File: config.mk
export PLATFORM = sky130hd
export DESIGN_NAME = dm_preloader_flat
export DESIGN_NICKNAME = d
export VERILOG_FILES = /design/src/rtl/dm_preloader_if.sv /design/src/rtl/dm_preloader.sv /design/src/flat_wrapper.sv
export SDC_FILE = /design/constraint.sdc
export NUM_CORES = 1
export LEC_CHECK = 0
export CAP_MARGIN = 10
export CORE_UTILIZATION = 62
export CTS_CLUSTER_SIZE = 30
export DETAILED_ROUTE_END_ITERATION = 7
export DONT_BUFFER_PORTS = 1
export HOLD_SLACK_MARGIN = 0.02
export PLACE_DENSITY = 0.78
export SLEW_MARGIN = 20
export SYNTH_ARGS = -nofsm -noshare
export SYNTH_HDL_FRONTEND = slang
export SYNTH_SLANG_ARGS = --single-unit
File: constraint.sdc
create_clock -name clk -period 2.15 [get_ports clk]
set_input_delay 0.43 -clock clk [delete_from_list [all_inputs] [get_ports clk]]
set_output_delay 0.43 -clock clk [all_outputs]
set_load 0.05 [all_outputs]
File: src/rtl/dm_preloader_if.sv
// dm_preloader_if
//   Bundles the byte stream feeding the preloader and the data-memory write
//   port it drives.
//
//   Stream:  s_valid, s_data[7:0] (source -> preloader), s_ready (preloader -> source)
//   Memory:  dm_we, dm_addr[ADDR_W-1:0], dm_wdata[7:0] (preloader -> data memory)
//
//   Modports:
//     master : the environment side (stream source and memory sink)
//     slave  : the preloader side
interface dm_preloader_if #(
  parameter int ADDR_W = 4
);
  logic              s_valid;
  logic [7:0]        s_data;
  logic              s_ready;
  logic              dm_we;
  logic [ADDR_W-1:0] dm_addr;
  logic [7:0]        dm_wdata;

  modport master (
    output s_valid, s_data,
    input  s_ready, dm_we, dm_addr, dm_wdata
  );

  modport slave (
    input  s_valid, s_data,
    output s_ready, dm_we, dm_addr, dm_wdata
  );
endinterface

File: src/rtl/dm_preloader.sv
// dm_preloader
//   Streams a data-memory image (MEM_SIZE bytes followed by one 8-bit additive
//   checksum byte) into the processor's data memory. The processor is held in
//   reset for the whole load and only released once the checksum matches.
//
//   Ports:
//     clk        : single clock, rising edge
//     rst        : synchronous, active-high reset
//     start      : one-cycle load request (honoured in IDLE, RUN and ERROR)
//     bus        : dm_preloader_if.slave (byte stream in, memory write port out)
//     cpu_rst_n  : processor reset, active-low; high only in RUN
//     busy       : load in progress (LOAD, CHECK, RELEASE)
//     done       : image loaded, checksum good, processor running
//     err        : checksum mismatch, processor held in reset
`ifndef DATA_MEM_SIZE
`define DATA_MEM_SIZE 1024
`endif

module dm_preloader #(
  parameter int MEM_SIZE = `DATA_MEM_SIZE,
  parameter int ADDR_W   = $clog2(MEM_SIZE)
) (
  input  logic         clk,
  input  logic         rst,
  input  logic         start,
  dm_preloader_if.slave bus,
  output logic         cpu_rst_n,
  output logic         busy,
  output logic         done,
  output logic         err
);

  // One extra bit so a power-of-two MEM_SIZE cannot wrap before the last-byte compare.
  localparam int CNT_W = ADDR_W + 1;
  localparam logic [CNT_W-1:0] LAST_IDX = CNT_W'(MEM_SIZE - 1);

  typedef enum logic [2:0] {
    ST_IDLE    = 3'd0,
    ST_LOAD    = 3'd1,
    ST_CHECK   = 3'd2,
    ST_RELEASE = 3'd3,
    ST_RUN     = 3'd4,
    ST_ERROR   = 3'd5
  } state_t;

  state_t            state, state_next;
  logic [CNT_W-1:0]  byte_cnt, byte_cnt_next;
  logic [7:0]        sum, sum_next;
  logic              rel_cnt, rel_cnt_next;
  logic              dm_we_q, dm_we_next;
  logic [ADDR_W-1:0] dm_addr_q, dm_addr_next;
  logic [7:0]        dm_wdata_q, dm_wdata_next;
  logic              s_ready;
  logic              accept;

  // s_ready is a pure state decode so it never depends on s_valid in the same cycle.
  assign s_ready = (state == ST_LOAD) || (state == ST_CHECK);
  assign accept  = bus.s_valid && s_ready;

  assign bus.s_ready  = s_ready;
  assign bus.dm_we    = dm_we_q;
  assign bus.dm_addr  = dm_addr_q;
  assign bus.dm_wdata = dm_wdata_q;

  assign busy      = (state == ST_LOAD) || (state == ST_CHECK) || (state == ST_RELEASE);
  assign done      = (state == ST_RUN);
  assign err       = (state == ST_ERROR);
  assign cpu_rst_n = (state == ST_RUN);

  // Next-state and next-datapath logic. The memory write strobe defaults low so it
  // is only ever high for the single cycle following an accepted LOAD byte, while
  // address/data hold their last values between writes.
  always_comb begin
    state_next    = state;
    byte_cnt_next = byte_cnt;
    sum_next      = sum;
    rel_cnt_next  = rel_cnt;
    dm_we_next    = 1'b0;
    dm_addr_next  = dm_addr_q;
    dm_wdata_next = dm_wdata_q;

    case (state)
      ST_IDLE, ST_RUN, ST_ERROR: begin
        if (start) begin
          state_next    = ST_LOAD;
          byte_cnt_next = '0;
          sum_next      = '0;
        end
      end

      ST_LOAD: begin
        if (accept) begin
          dm_we_next    = 1'b1;
          dm_addr_next  = byte_cnt[ADDR_W-1:0];
          dm_wdata_next = bus.s_data;
          sum_next      = sum + bus.s_data;
          byte_cnt_next = byte_cnt + CNT_W'(1);
          if (byte_cnt == LAST_IDX) begin
            state_next = ST_CHECK;
          end
        end
      end

      // The checksum byte is compared against the running sum and never written.
      ST_CHECK: begin
        if (accept) begin
          rel_cnt_next = 1'b0;
          state_next   = (bus.s_data == sum) ? ST_RELEASE : ST_ERROR;
        end
      end

      // Two cycles of extra reset hold so the final memory write lands first.
      ST_RELEASE: begin
        if (rel_cnt) begin
          state_next = ST_RUN;
        end else begin
          rel_cnt_next = 1'b1;
        end
      end

      default: begin
        state_next = ST_IDLE;
      end
    endcase
  end

  // State and datapath registers; reset wins over any simultaneous start.
  always_ff @(posedge clk) begin
    if (rst) begin
      state      <= ST_IDLE;
      byte_cnt   <= '0;
      sum        <= '0;
      rel_cnt    <= 1'b0;
      dm_we_q    <= 1'b0;
      dm_addr_q  <= '0;
      dm_wdata_q <= '0;
    end else begin
      state      <= state_next;
      byte_cnt   <= byte_cnt_next;
      sum        <= sum_next;
      rel_cnt    <= rel_cnt_next;
      dm_we_q    <= dm_we_next;
      dm_addr_q  <= dm_addr_next;
      dm_wdata_q <= dm_wdata_next;
    end
  end

endmodule

File: src/flat_wrapper.sv
// flat-port wrapper written by rule: the top's interface ports become plain ports
module dm_preloader_flat 
#(
  parameter int MEM_SIZE = `DATA_MEM_SIZE,
  parameter int ADDR_W   = $clog2(MEM_SIZE)
)
  (clk, rst, start, cpu_rst_n, busy, done, err, bus_s_valid, bus_s_data, bus_s_ready, bus_dm_we, bus_dm_addr, bus_dm_wdata);
  dm_preloader_if #(.ADDR_W(ADDR_W)) bus_i ();
  input  logic clk;
  input  logic rst;
  input  logic start;
  output logic cpu_rst_n;
  output logic busy;
  output logic done;
  output logic err;
  input wire logic [$bits(bus_i.s_valid)-1:0] bus_s_valid;
  input wire logic [$bits(bus_i.s_data)-1:0] bus_s_data;
  output wire logic [$bits(bus_i.s_ready)-1:0] bus_s_ready;
  output wire logic [$bits(bus_i.dm_we)-1:0] bus_dm_we;
  output wire logic [$bits(bus_i.dm_addr)-1:0] bus_dm_addr;
  output wire logic [$bits(bus_i.dm_wdata)-1:0] bus_dm_wdata;
  assign bus_i.s_valid = bus_s_valid;
  assign bus_i.s_data = bus_s_data;
  assign bus_s_ready = bus_i.s_ready;
  assign bus_dm_we = bus_i.dm_we;
  assign bus_dm_addr = bus_i.dm_addr;
  assign bus_dm_wdata = bus_i.dm_wdata;
  dm_preloader #(.MEM_SIZE(MEM_SIZE), .ADDR_W(ADDR_W)) u_core (.clk(clk), .rst(rst), .start(start), .bus(bus_i), .cpu_rst_n(cpu_rst_n), .busy(busy), .done(done), .err(err));
endmodule
# Word-level counts from Yosys, hierarchy flattened

Cells that the tools add are included.
Widths: inputs -> output; s select.

Eq/ne operators: 12
Add/sub/neg operators: 2
Bitwise logic cells: 1
Muxes and demuxes: 16
Reduce and logical (&&, ||, !) cells: 12

Operator list:

| cell                  | count |
|---|---|
| $mux 11               | 2 |
| $pmux 11 s2           | 1 |
| $mux 3                | 6 |
| $mux 8                | 2 |
| $pmux 8 s2            | 1 |
| $pmux 3 s4            | 1 |
| $add 11x1->11 const B | 1 |
| $eq 11x10->1 const B  | 1 |
| $add 8x8->8           | 1 |
| $eq 8x8->1            | 1 |
| $eq 3x2->1 const B    | 2 |
| $eq 3x3->1 const B    | 2 |
| $ne 2x1->1 const B    | 3 |
| $reduce_and 5->1      | 1 |
| $ne 2x2->1 const B    | 2 |
| $reduce_and 2->1      | 2 |
| $reduce_bool 2->1     | 2 |
| $eq 3x1->1 const B    | 1 |
| $logic_not 3->1       | 1 |
| $reduce_and 3->1      | 1 |
| $reduce_or 3->1       | 1 |
| $logic_or 1x1->1      | 2 |
| $mux 1                | 2 |
| $pmux 1 s2            | 1 |
| 3 further kinds       | 3 |

Input bits: 12
Word-level logic and storage cells: 50
Output and inout bits: 24
Flip-flop bits (word level): 42

# Longest topological paths before layout

Depth in word-level cells: 5
Mapped depth: 7
Gate-level depth less buffers: 7

# Least setup slack after synthesis

No wires, ideal clock.

Kind: register -> output
Start: register u_core.state[2]
End: output port done
Stages on the path, launching flop included: 5
Slack: -446 ps
Arrival time: 2,166 ps
Cells stage by stage: dfxtp_1 -> clkbuf_1 -> inv_1 -> nor3_1 -> buf_4

Longest elaborated chain between the ends: 1

RTL lines:

| item                     | RTL line            | text |
|---|---|---|
| start: declaration       | dm_preloader.sv:46  | `state_t state, state_next;` |
| start signal: assignment | dm_preloader.sv:138 | `state <= state_next;` |
| $eq 3x3->1               | --                  |  |
| end: declaration         | flat_wrapper.sv:14  | `output logic done;` |

No other way between the ends.

# Final worst setup path

Start: register u_core.sum[0]
End: register u_core.sum[6]

Longest elaborated chain between the ends: 3

RTL lines:

| item                     | RTL line            | text |
|---|---|---|
| start: declaration       | dm_preloader.sv:48  | `logic [7:0] sum, sum_next;` |
| start signal: assignment | dm_preloader.sv:140 | `sum <= sum_next;` |
| $add 8x8->8              | dm_preloader.sv:96  | `sum_next = sum + bus.s_data;` |
| $mux 8                   | dm_preloader.sv:92  | `if (accept) begin` |
| $pmux 8 s2               | dm_preloader.sv:82  | `case (state)` |

No other way between the ends. The select of a mux whose other input is x is not followed.
A chain may end at the register's enable or synchronous reset.

==> flow_summary.ini <==
[synthesis]
ys.flop_type = dfxtp_1
avgSynthCellArea_um2 = 8.07
yosysSeqAreaShare_pct = 40.4
async_reset_ff_share_pct = 0
synth_cell_type_count = 47
syn_inst = 258
synth-warning-count = 0
syn-num-nets = 279
synth_edf_count = 0
syn-cell-area_um2 = 2080
ys_ff_latch = 42

[worst_setup_path]
cp_data_required_time_ps = 2390
cpMaxStageDelayCell = fa_1
worstPathArrival_ps = 2280
path_class = register to register
path_cells = ha_1 > fa_1 > a21o_1 > a21oi_1 > o21ai_0 > xor2_1 > a32o_1
cp-start-kind = register
r2r_cells = 7
crit_path_end_kind = register
cpPeakStageDelay_ps = 410
cp_max_fo = 3

[clocking]
cts_made_buffers = 5
clkTransAtPathRegs_ps = 120
cts_root_buf = clkbuf_4
hold_buffers = 0
clkSinkCount = 42
h-tree-depth = 2
cts_resized = 0
tritoncts = yes
cts_buffer_depth = 2
clk_latency_ps = 350
postCtsSetupRepairBufs = 0

[drt]
avgRoutedWirePerCell_um = 14.5
ant_nets = 0
dr.pass1.iters = 4
via_per_inst = 5.95
drc = 0
finalWirelength_mm = 4.48
initialDrtViolationCount = 152
vias = 1839

[place]
place_congestion = 0.881
io_buffers = 0
post_dp_cell_area_um2 = 2200
post-dp-hpwl_mm = 3.16

[sta]
worst_slew_margin_rel_pct = 39.6
finalHoldViolCount = 0
worst_clock_skew_ps = 12.0
period_share_pct = 95.0
tightest_slew_ps = 898
slew_viol_final = 0
tns_ps = 0
setup_viol = 0
rsz0062_at_grt = no
hold-worst-slack_ps = 137
fmax_mhz = 490
layout_min_cycle_time_ps = 2040

[power_and_ir_drop]
leakagePower_nw = 0.829
ir_drop_mv = 0.877
p_per_area_nw_per_um2 = 1010

[floorplan]
dieArea_um2 = 3600
core-area_um2 = 3130
start_util_pct = 66.6
core.rowCount = 20
boundaryPins = 36
die_w_um = 60.0
die_h_um = 60.0

[global_routing]
track_usage_pct = 28.2
antenna_found_initial = 0
overflow = 0
grt_pass1_vias = 1679
grt_max_degree = 35
grt_first_pass_wirelength_mm = 7.63

[final_layout]
area_growth_pct = 9.43
postLayoutCoreUtil_pct = 72.9
nets = 286
design_area_um2 = 2280
num_antenna_cells = 0
layout-drive-gt1-share_pct = 9.81

[flow_run]
max-cap-violations = 0

[min_path]
hp-class = input pin to register
hold_depth = 1

[status]
status = complete, no violations
## metal layers
metal / part of all wire, % / track usage [%]
met4: 1.6 / 9.97
met1: 46 / 39.0
met3: 5.9 / 6.06
met5: 0 / 0
met2: 47 / 43.0
## cells in the final DEF, fill, tap and decap left out, types with 4 or more instances in the layout
| cell | count |
|---|---|
| buf_4 | 13 |
| dfxtp_1 | 42 |
| o21ai_0 | 9 |
| a21oi_1 | 33 |
| ha_1 | 8 |
| nand3_1 | 10 |
| xnor2_1 | 9 |
| nor2_1 | 15 |
| nand4_1 | 4 |
| mux2i_1 | 4 |
| inv_1 | 6 |
| clkbuf_4 | 5 |
| nand2_1 | 52 |
| nand2b_1 | 5 |
| nor4_1 | 5 |
## critical path, delay by kind of cell, from the launching register on
| family | cells | cell delay (ps) |
|---|---|---|
| flip-flops | 1 | 340 |
| XOR/XNOR | 1 | 170 |
| adder cells (fa/ha/maj) | 2 | 630 |
| AO/OA/AOI/OAI | 4 | 780 |
## through the flow
stage               power [mW]  instances  worst slack [ps]
finish                    2.30        309               107
CTS                       2.31        309               137
floorplan                 1.59        258              27.3
detailed placement        1.80        302              36.7
global route              2.43        309              3.32
global placement          1.79        302               101
## synth_stat cells (all sizes together) (3+ instances only)
master  instances  area (um^2)
ha              8          100
xnor2           9         78.8
mux2i           5         53.8
o21ai           9         45.0
inv             6         22.5
nor2           15         56.3
nor3            5         25.0
nand3          10         50.1
buf             3         16.3
dfxtp          42          841
a22oi           3         22.5
clkbuf         10         37.5
nor4            5         31.3
a21oi          33          165
nand4           4         25.0
nand2          52          195
nand2b          6         40.0
## worst paths after layout
path / startpoint / endpoint / slack, ps
worst min register to register: u_core.sum[3] / u_core.sum[3] / 470
worst min-delay path: rst / u_core.bus.dm_wdata[0] / 140
worst max-delay path: u_core.sum[0] / u_core.sum[6] / 110
worst max register to register: u_core.sum[0] / u_core.sum[6] / 110
## layout make-up
class | instances | area (um^2)
Clock buffer | 6 | 51.3
Inverter | 6 | 22.5
Timing Repair Buffer | 13 | 97.6
Clock inverter | 1 | 30.0
Sequential cell | 42 | 841
Fill cell | 272 | 848
Tap cell | 44 | 55.1
Multi-Input combinational cell | 197 | 1180
## cells by family (layout without fill, tap and decap cells)
logic type                 count (synthesis)  in the layout  synth area share [%]
and+or+nand+nor                          111            111                  25.5
xor gates and xnor gates                  10             10                  4.20
buffers and inverters                     19             26                  3.66
muxes                                      5              5                  2.58
AOI/OAI and AO/OA                         62             62                  18.0
adders and majority gates                  9              9                  5.77
DFF                                       42             42                  40.4
## power breakdown
group	internal (mW)	total (mW)	leakage [nW]	switching, mW
clock	0.271	0.517	0.0443	0.246
combinational	0.295	0.791	0.445	0.496
sequential	0.846	0.995	0.340	0.148
total	1.41	2.30	0.829	0.890
## state kept, by name, indices dropped and copies added (netlist names)
register             cells
u_core.sum               8
u_core.rel_cnt           1
u_core.byte_cnt         11
u_core.bus.dm_wdata      8
u_core.state             3
u_core.bus.dm_addr      10
u_core.bus.dm_we         1
Note: power is estimated with default switching activity, not from simulation.
